===== config.mk =====
export PLATFORM = sky130hd
export DESIGN_NAME = accum_ctrl
export DESIGN_NICKNAME = d
export VERILOG_FILES = /design/src/rtl/accum_ctrl.sv
export SDC_FILE = /design/constraint.sdc
export NUM_CORES = 1
export LEC_CHECK = 0
export ABC_CLOCK_PERIOD_IN_PS = 1500
export CELL_PAD_IN_SITES_DETAIL_PLACEMENT = 0
export CELL_PAD_IN_SITES_GLOBAL_PLACEMENT = 1
export CORE_UTILIZATION = 34
export DETAILED_ROUTE_END_ITERATION = 7
export GPL_TIMING_DRIVEN = 0
export PLACE_DENSITY = 0.86
export SYNTH_ARGS = -nofsm -noshare
export SYNTH_HDL_FRONTEND = slang
export SYNTH_SLANG_ARGS = --single-unit

===== constraint.sdc =====
create_clock -name Clk -period 1.5 [get_ports Clk]
set_clock_uncertainty 0.05 [all_clocks]
set_input_delay 0.3 -clock Clk [delete_from_list [all_inputs] [get_ports Clk]]
set_output_delay 0.3 -clock Clk [all_outputs]
set_load 0.02 [all_outputs]

===== src/rtl/accum_ctrl.sv =====
// ----------------------------------------------------------------------------
// accum_ctrl
//   Sequential control and accumulation stage wrapped around an external
//   WIDTH-bit combinational add/sub unit. A command is taken over a
//   valid/ready handshake. The adder is driven from registers only. Its
//   Sum/Overflow are sampled at the end of a single EXEC cycle. The result is
//   then held on a valid/ready output port until the consumer takes it.
//
// Ports
//   Clk, Rst_n          clock, asynchronous active-low reset
//   cmd_valid/cmd_ready command handshake (ready only in IDLE)
//   cmd_op              00=ADD 01=SUB 10=LOAD 11=CLEAR
//   cmd_data            operand (ADD/SUB) or value (LOAD)
//   opA/opB/opSel       to adder: accumulator, latched operand, 1=subtract
//   Sum/Overflow        from adder
//   res_valid/res_ready result handshake
//   res_data/res_ovf    accumulator after the command, its overflow
//   sticky_ovf          OR of ADD/SUB overflows since CLEAR/reset
//   op_count            retired ADD/SUB commands (wraps)
// ----------------------------------------------------------------------------
module accum_ctrl #(
   parameter int WIDTH = 4,
   parameter int CNT_W = 8
) (
   input  logic             Clk,
   input  logic             Rst_n,
   input  logic             cmd_valid,
   output logic             cmd_ready,
   input  logic [1:0]       cmd_op,
   input  logic [WIDTH-1:0] cmd_data,
   output logic [WIDTH-1:0] opA,
   output logic [WIDTH-1:0] opB,
   output logic             opSel,
   input  logic [WIDTH-1:0] Sum,
   input  logic             Overflow,
   output logic             res_valid,
   input  logic             res_ready,
   output logic [WIDTH-1:0] res_data,
   output logic             res_ovf,
   output logic             sticky_ovf,
   output logic [CNT_W-1:0] op_count
);

   typedef enum logic [1:0] {
      OP_ADD   = 2'b00,
      OP_SUB   = 2'b01,
      OP_LOAD  = 2'b10,
      OP_CLEAR = 2'b11
   } op_e;

   typedef enum logic [1:0] {
      S_IDLE = 2'b00,
      S_EXEC = 2'b01,
      S_OUT  = 2'b10
   } state_e;

   state_e           state;
   op_e              op_q;
   logic [WIDTH-1:0] acc;

   // Accumulator value the current command produces. Only consumed in EXEC.
   // opB doubles as the latched command data for LOAD.
   logic [WIDTH-1:0] acc_nxt;
   logic             ovf_nxt;
   logic             arith;

   always_comb begin
      acc_nxt = acc;
      ovf_nxt = 1'b0;
      arith   = 1'b0;
      case (op_q)
         OP_ADD, OP_SUB: begin
            acc_nxt = Sum;
            ovf_nxt = Overflow;
            arith   = 1'b1;
         end
         OP_LOAD:  acc_nxt = opB;
         OP_CLEAR: acc_nxt = '0;
         default:  acc_nxt = acc;
      endcase
   end

   assign opA = acc;

   always_ff @(posedge Clk or negedge Rst_n) begin
      if (!Rst_n) begin
         state      <= S_IDLE;
         op_q       <= OP_ADD;
         acc        <= '0;
         opB        <= '0;
         opSel      <= 1'b0;
         res_data   <= '0;
         res_ovf    <= 1'b0;
         sticky_ovf <= 1'b0;
         op_count   <= '0;
         res_valid  <= 1'b0;
         cmd_ready  <= 1'b1;
      end else begin
         case (state)
            S_IDLE: begin
               if (cmd_valid) begin
                  op_q      <= op_e'(cmd_op);
                  opB       <= cmd_data;
                  opSel     <= (cmd_op == OP_SUB);
                  cmd_ready <= 1'b0;
                  state     <= S_EXEC;
               end
            end
            S_EXEC: begin
               acc      <= acc_nxt;
               res_data <= acc_nxt;
               res_ovf  <= ovf_nxt;
               if (arith) begin
                  sticky_ovf <= sticky_ovf | Overflow;
                  op_count   <= op_count + 1'b1;
               end else if (op_q == OP_CLEAR) begin
                  sticky_ovf <= 1'b0;
                  op_count   <= '0;
               end
               res_valid <= 1'b1;
               state     <= S_OUT;
            end
            S_OUT: begin
               // result stays frozen until the consumer takes it
               if (res_ready) begin
                  res_valid <= 1'b0;
                  cmd_ready <= 1'b1;
                  state     <= S_IDLE;
               end
            end
            default: begin
               res_valid <= 1'b0;
               cmd_ready <= 1'b1;
               state     <= S_IDLE;
            end
         endcase
      end
   end

endmodule


# After elaboration in Yosys (flattened, before gate mapping)
# Cells that the tools add are included.
dict set report classes {
  add_sub_neg 1
  multipliers 0
  n_div 0
  n_lt_le_gt_ge 0
  n_eq_ne 8
  shift 0
  muxes 15
  bitwise 3
  n_reduce_logical 9
}
# cell n
set op_table {}
lappend op_table {{8-bit 2-to-1 mux} 2}
lappend op_table {{4-bit case mux with 3 select lines} 1}
lappend op_table {{8-bit by 1-bit adder with 8-bit output, second input constant} 1}
lappend op_table {{2-bit AND reduction} 4}
lappend op_table {{1-bit 2-to-1 mux} 7}
lappend op_table {{2-bit by 1-bit equality test with 1-bit output, second input constant} 3}
lappend op_table {{2-bit equality test, second input constant} 3}
lappend op_table {{1-bit case mux with 3 select lines} 2}
lappend op_table {{2-bit case mux with 3 select lines} 1}
lappend op_table {{2-bit logical NOT} 2}
lappend op_table {{2-bit 2-to-1 mux} 2}
lappend op_table {{2-bit inequality test, second input constant} 2}
lappend op_table {{3-bit AND reduction} 1}
lappend op_table {{1-bit inverter} 2}
lappend op_table {{2-bit nonzero test} 1}
lappend op_table {{2-bit OR reduction} 1}
lappend op_table {{1-bit OR} 1}
dict set report word_totals {
  regBits 25
  latchBits 0
  ramBits 0
  rom_bits 0
  in_bits 15
  output_inout_bits 25
  elab_cells 46
  memories 0
}

# Depth between registers and ports, before layout
# Gate-level depths: netlist of the first run.
dict set report depth {
  word_depth 5
  mapped_depth 5
  depth_no_buf 4
}

# Worst setup path after synthesis of the first run
# No wires, ideal clock.
dict set report synth_timing {
  path_kind {flip-flop to flip-flop}
  start {register op_count[0]}
  end {register op_count[6]}
  setup_ps 124
  arrival_ps 1200
  required_ps 1326
  path_slack_ps 125
  stages_incl_launch_ff 5
  n_path_buf 0
  synth_period_minus_slack_ps 1375
  cell_sequence {dfrtp_1 -> ha_1 -> and3_1 -> a41oi_1 -> o2bb2ai_1}
}
dict set report synth_between {
  elab_chain_cells 2
}
# item line
set synth_lines {}
lappend synth_lines {{from (decl)} 41} ;# output logic [CNT_W-1:0] op_count
lappend synth_lines {{from (signal assigned)} 115} ;# op_count <= op_count + 1'b1;
lappend synth_lines {{8-bit by 1-bit adder with 8-bit output} 115}
lappend synth_lines {{8-bit 2-to-1 mux} 113} ;# if (arith) begin
# No other way between the ends.
# A chain may end at the register's enable or synchronous reset.

# Final worst setup path of the first run
dict set report layout_timing {
  start {register op_count[4]}
  end {output op_count[4]}
}
# No word-level cell between the ends.

==> results of run 1 <==
worst max path at each step:
| stage | startpoint | end | slack, ns | depth (start not counted) |
|---|---|---|---|---|
| floorplan | op_count[0] | op_count[6] | 0.13 | 4 |
| global placement | Rst_n | op_count[2] | -0.21 | 1 |
| detailed placement | Rst_n | op_count[2] | -0.22 | 1 |
| CTS | opA[0] | res_data[0] | 0.006 | 2 |
| global route | op_count[4] | op_count[4] | -0.005 | 1 |
| finish | op_count[4] | op_count[4] | 0.04 | 1 |
state kept, by name, summed over array words and instances, names as in the netlist:
signal,count
op_count,8
opA,4
opB,4
op_q,2
state,2
cmd_ready,1
opSel,1
res_ovf,1
res_valid,1
sticky_ovf,1
stage by stage:
stage | cell area (sq um) | hold slack (ns) | utilization
2_1_floorplan | 1200 | -0.0456 | -
4_1_cts | 1660 | 0.447 | 0.493
5_1_grt | 1700 | 0.205 | 0.506
3_3_place_gp | 1640 | 0.413 | 0.489
6_report | 1700 | 0.139 | 0.506
3_5_place_dp | 1640 | 0.422 | 0.489
report_power, final:
part           internal, W  switching (W)
Clock             0.000104       0.000195
Sequential        0.000983       0.000262
Combinational     0.000921        0.00102
per-layer routing:
layer  track usage  vias to the layer above
met5             0                        -
met3        0.0294                        4
met2         0.241                       40
met1         0.199                      487
li1              -                      474
met4        0.0552                        0
what timing repair did:
action,CTS,global route
pin swaps,0,0
hold endpoints to repair,0,0
gates cloned,0,0
endpoints found under the setup margin,25,19
resized for setup,39,15
buffers inserted,3,3
cells in the final DEF, fill, tap and decap left out, types with 4 or more instances in the layout:
master / Yosys / layout
nor2_1: 12 / 12
dlygate4sd2_1: 0 / 17
clkdlybuf4s50_1: 0 / 13
nand3_1: 5 / 5
nand2_1: 5 / 5
nor2b_1: 5 / 5
o2bb2ai_1: 5 / 5
dfrtp_2: 0 / 5
buf_6: 2 / 4
a221oi_1: 4 / 4
dfrtp_1: 24 / 19
mux2_2: 8 / 8
buf_4: 5 / 11
kinds of logic after synthesis:
group	share of synthesized area
AND/OR/NAND/NOR	0.177
flip-flops	0.524
multiplexers	0.0921
buffers and inverters	0.0575
AO/OA/AOI/OAI	0.139
adder cells (fa/ha/maj)	0.0105
final cells by class:
cell class / instances / area share
sequential: 25 / 0.372
buffer: 8 / 0.0382
tap: 46 / 0.0338
clock buffer: 4 / 0.0154
timing repair buffer: 45 / 0.238
inverter: 1 / 0.00441
multi-input combinational: 70 / 0.299
==> metrics.md, run 1 <==
| Metric | Value |
|---|---|
| Worst skew pair latency | 0.32 ns |
| Placed insts | 189 |
| Number of flops mapped to enable cells by yosys | 0 |
| Clk slew on worst S/H paths | 0.13 ns |
| Dpl hpwl | 1.88 mm |
| Share of cells above drive strength 1 | 0.268 |
| Setup crit end kind | output pin |
| Num CTS Buffers | 3 |
| Minimum clock period | 1.46 ns |
| Placeable Area | 3360 sq um |
| Number of global-route vias before repair | 950 |
| Area leader, netlist | dfrtp_1 |
| Number of routed nets with antenna violations | 0 |
| Via density | 5.05 |
| Max Transition Viols Final | 0 |
| Post-Place Worst Slack | -0.218 ns |
| WP data required | 1.15 ns |
| H-tree levels | 1 |
| Period utilization | 0.976 |
| Grt total ovfl | 0 |
| CP Max Fanout | 5 |
| Post-CTS Hold Buffers | 0 |
| Worst slew pin tran | 1.14 ns |
| Worst path bufs/invs | 1 |
| First-iteration detailed-routing DRC count | 31 |
| Syn. warnings | 0 |
| Worst r2r src | op_q[1] |
| Worst R2R Path Depth | 4 |
| Leak | 0.746 nW |
| DIE HEIGHT | 61.3 um |
| Hold crit path type | input pin to async pin |
| Commonest cells in the netlist | 24 x dfrtp_1, 12 x nor2_1, 8 x mux2_2 |
| Power Density | 2050 nW/um^2 |
| Critical path class | flip-flop to output pin |
| Post-Route WL | 2.69 mm |
| Multi-input gate area | 508 sq um |
| Die X | 61.3 um |
| Unique masters post-synth | 32 |
| CTS tree | done |
| Relative slew slack | 0.239 |
| Post-synthesis sequential area ratio | 0.524 |
| Remaining DRCs | 0 |
| Mapped cell area | 1200 sq um |
| Clock Sink Count | 25 |
| Cell with the most instances after synthesis | dfrtp_1 |
| GRT Overall Usage | 0.149 |
| Final Total Pwr | 0.00348 W |
| Fillers | 344 |
| Synthesized instance count | 104 |
| FMAX | 0.683 GHz |
| Number of nets in the layout | 170 |
| Via Count | 1005 |
| Largest cells by area after synthesis | dfrtp_1 50%, mux2_2 7.5%, nor2_1 3.8% |
| Final setup fails | 0 |
| Setup WS post-layout | 0.0364 ns |
| Post-Syn Area per Cell | 11.5 sq um |
| Post-synth net total | 120 |
| Critical path arrival | 1.11 ns |
| I/O Buffers | 39 |
| First-pass GRT wire length | 4.20 mm |
| Worst setup SP type | flip-flop |
| Pin count of the biggest net entering global routing | 26 |
| Synth Register Bits | 25 |
| Initial core utilization | 0.356 |
| Slowest CP cell | dfrtp_2 |
| # rows | 21 |
| Max Used Layer | met4 |
| Average wire per standard cell | 13.5 um |
| DRT Pass-1 Iters | 4 |
| FF-to-FF End | opA[0] |
| N_diodes | 0 |
| Synth-to-layout area growth | 42.3% |
| Family with the most delay on the worst path | flip-flops |
| Crit-path max cell delay | 0.47 ns |
| Number of max-cap violations | 0 |
| Initial antenna violation count | 0 |
| CTS root buf | clkbuf_4 |
| Finished Layout Cells | 199 |
| Crit-path cells | dlygate4sd2_1 |
| Clock Tree Buf Depth | 2 |
| Gpl congestion | 0.721 |
| Top cell type's share of synthesized area | 0.502 |
| TNS Setup | 0 ns |
| Post-synth ARST share | 1.00 |
| Storage cell area | 633 sq um |
| WL met2 | 1.32 mm |
| Hold Vio Cnt, Final | 0 |
| Peak VDD IR | 1.02 mV |
| Met3 routed WL | 168 um |
| Post-Route M1 WL | 1.18 mm |
| Top FF cell, synth | dfrtp_1 |
| Status | finished clean |
| Io pins | 40 |
| Reg2Reg Setup Slack | 0.07 ns |
| Die Area | 3760 sq um |
(Power assumes the default switching activity.)
==> run 2: changes to the inputs <==
==> constraint.sdc (replaced) <==
create_clock -name Clk -period 1.5 [get_ports Clk]
set_clock_uncertainty 0.05 [all_clocks]
set_input_delay 0.15 -clock Clk [delete_from_list [all_inputs] [get_ports Clk]]
set_output_delay 0.15 -clock Clk [all_outputs]
set_load 0.02 [all_outputs]
==> run 2 against run 1 <==
Effect of this change:
- flip-flop and latch count did not move
- first-iteration DRC count decreased by 9.7%
- utilization decreased by 1.4 points
- register-to-register slack hardly changed
- final cell count is 3.0% lower
- via count decreased by 5.2%
- critical endpoint is now opB[2]
- clock power about the same
- worst setup slack better by 0.037 ns
==> metrics.md, run 2 (same netlist as run 1, synthesis figures left out) <==
| Metric | Value |
|---|---|
| Crit-path cells | nand2b_1 > nor2_4 > mux2_2 |
| Number of global-route vias before repair | 930 |
| Status | finished clean |
| Io pins | 40 |
| Max Transition Viols Final | 0 |
| Clock Tree Buf Depth | 2 |
| Commonest non-fill, non-tap cells in the layout | 24 x dlygate4sd2_1, 23 x dfrtp_1, 14 x clkdlybuf4s50_1 |
| Average wire per standard cell | 13.1 um |
| Clk slew on worst S/H paths | 0.13 ns |
| CP Max Fanout | 9 |
| FMAX | 0.701 GHz |
| CTS root buf | clkbuf_4 |
| Post CTS Setup Buffer Count | 0 |
| Comb pwr share | 0.535 |
| Leak | 0.728 nW |
| Crit-path max cell delay | 0.49 ns |
| Setup crit end kind | flip-flop |
| Worst path bufs/invs | 0 |
| First-pass GRT wire length | 4.15 mm |
| # rows | 21 |
| Critical path arrival | 1.59 ns |
| Minimum clock period | 1.43 ns |
| Pin count of the biggest net entering global routing | 26 |
| Hold WS | 0.361 ns |
| Gpl congestion | 0.721 |
| Clock share of power | 0.089 |
| RSZ-0062 raised after global routing | false |
| Post-Route WL | 2.53 mm |
| Sequential share of power | 0.376 |
| Worst slew pin tran | 1.09 ns |
| Switching pwr | 0.00144 W |
| CTS tree | done |
| Final Util | 0.492 |
| GRT Overall Usage | 0.147 |
| Initial core utilization | 0.356 |
| Die X | 61.3 um |
| Num CTS Buffers | 3 |
| Final setup fails | 0 |
| Family with the most delay on the worst path | flip-flops |
| Worst skew pair latency | 0.31 ns |
| Grt total ovfl | 0 |
| Post-CTS Hold Buffers | 0 |
| N_diodes | 0 |
| Period utilization | 0.951 |
| Number of nets in the layout | 164 |
| Fillers | 349 |
| Synth-to-layout area growth | 38.4% |
| DRT Pass-1 Iters | 4 |
| Clock Sink Count | 25 |
| Number of routed nets with antenna violations | 0 |
| Via Count | 953 |
| Internal Power | 0.00190 W |
| Sw Ratio | 0.430 |
| Hold crit path type | input pin to async pin |
| Max reg flops | 8 |
| Power Density | 2020 nW/um^2 |
| DIE HEIGHT | 61.3 um |
| First-iteration detailed-routing DRC count | 28 |
| Share of cells above drive strength 1 | 0.177 |
| Commonest non-fill, non-tap cell in the layout | dlygate4sd2_1 |
| Worst setup SP type | flip-flop |
| Hold Vio Cnt, Final | 0 |
| WP data required | 1.66 ns |
| Relative slew slack | 0.273 |
| Number of max-cap violations | 0 |
| Placeable Area | 3360 sq um |
| Slowest CP cell | dfrtp_2 |
| I/O Buffers | 39 |
| Die Area | 3760 sq um |
| Dpl hpwl | 1.88 mm |
| Largest Register | op_count |
| Via density | 4.94 |
| Remaining DRCs | 0 |
| Peak VDD IR | 0.994 mV |
| Critical path class | flip-flop to flip-flop |
| H-tree levels | 1 |
| Initial antenna violation count | 0 |
-- run 2: path summary, 6_finish.rpt --
path | startpoint | endpoint | slack (ns) | cells after the start
worst max-delay path | state[0] | opB[2] | 0.07 | 3
worst min-delay path | Rst_n | op_q[0] | 0.36 | 1
worst max register to register | state[0] | opB[2] | 0.07 | 3
worst min register to register | res_ovf | res_ovf | 0.44 | 2
max in group asynchronous | Rst_n | state[0] | 0.32 | 1
min in group Clk | cmd_data[1] | opB[1] | 0.39 | 2
-- run 2: area by class of cell --
type / count / area (sq um) / area share
buffer: 8 / 65.1 / 0.0393
clock buffer: 4 / 26.3 / 0.0159
tap: 46 / 57.6 / 0.0348
sequential: 25 / 628 / 0.379
inverter: 1 / 7.51 / 0.00454
multi-input combinational: 70 / 508 / 0.307
timing repair buffer: 39 / 363 / 0.219
-- run 2: routing by layer --
| layer | part of all wire | track usage | wire, um |
|---|---|---|---|
| met5 | 0 | 0 | 0 |
| met4 | 0.0071 | 0.0552 | 18 |
| met3 | 0.059 | 0.0294 | 150 |
| met2 | 0.49 | 0.233 | 1240 |
| met1 | 0.44 | 0.201 | 1130 |
-- run 2: repair_timing --
action                                 in CTS  in global routing
endpoints found under the hold margin       0                  0
setup endpoints to repair                  24                  8
gates resized for setup                    24                  4
-- run 2: per-stage QoR --
stage / std cells / power, W / worst slack (ns) / setup TNS, ns / instance area, sq um
finish: 193 / 0.00334 / 0.0738 / 0 / 1660
global route: 193 / 0.00356 / 0.0144 / 0 / 1660
CTS: 193 / 0.00333 / 0.00713 / 0 / 1640
detailed placement: 189 / 0.00324 / -0.0684 / -1.62 / 1640
global placement: 189 / 0.00318 / -0.0640 / -1.52 / 1640
floorplan: 104 / 0.00241 / 0.125 / 0 / 1200
-- run 2: power by group through the flow --
stage / registers, W / clock network [W] / logic (W)
after CTS: 0.00125 / 0.000301 / 0.00178
after global routing: 0.00130 / 0.000329 / 0.00193
final: 0.00125 / 0.000297 / 0.00179
after global placement: 0.00124 / 0 / 0.00194
after floorplan: 0.00151 / 0 / 0.000900
after detailed placement: 0.00127 / 0 / 0.00198
-- run 2: worst reg2reg max path, stage by stage, from the launching register on --
cell and delay, ns:
dfrtp_2 0.49, nand2b_1 0.21, nor2_4 0.21, mux2_2 0.36
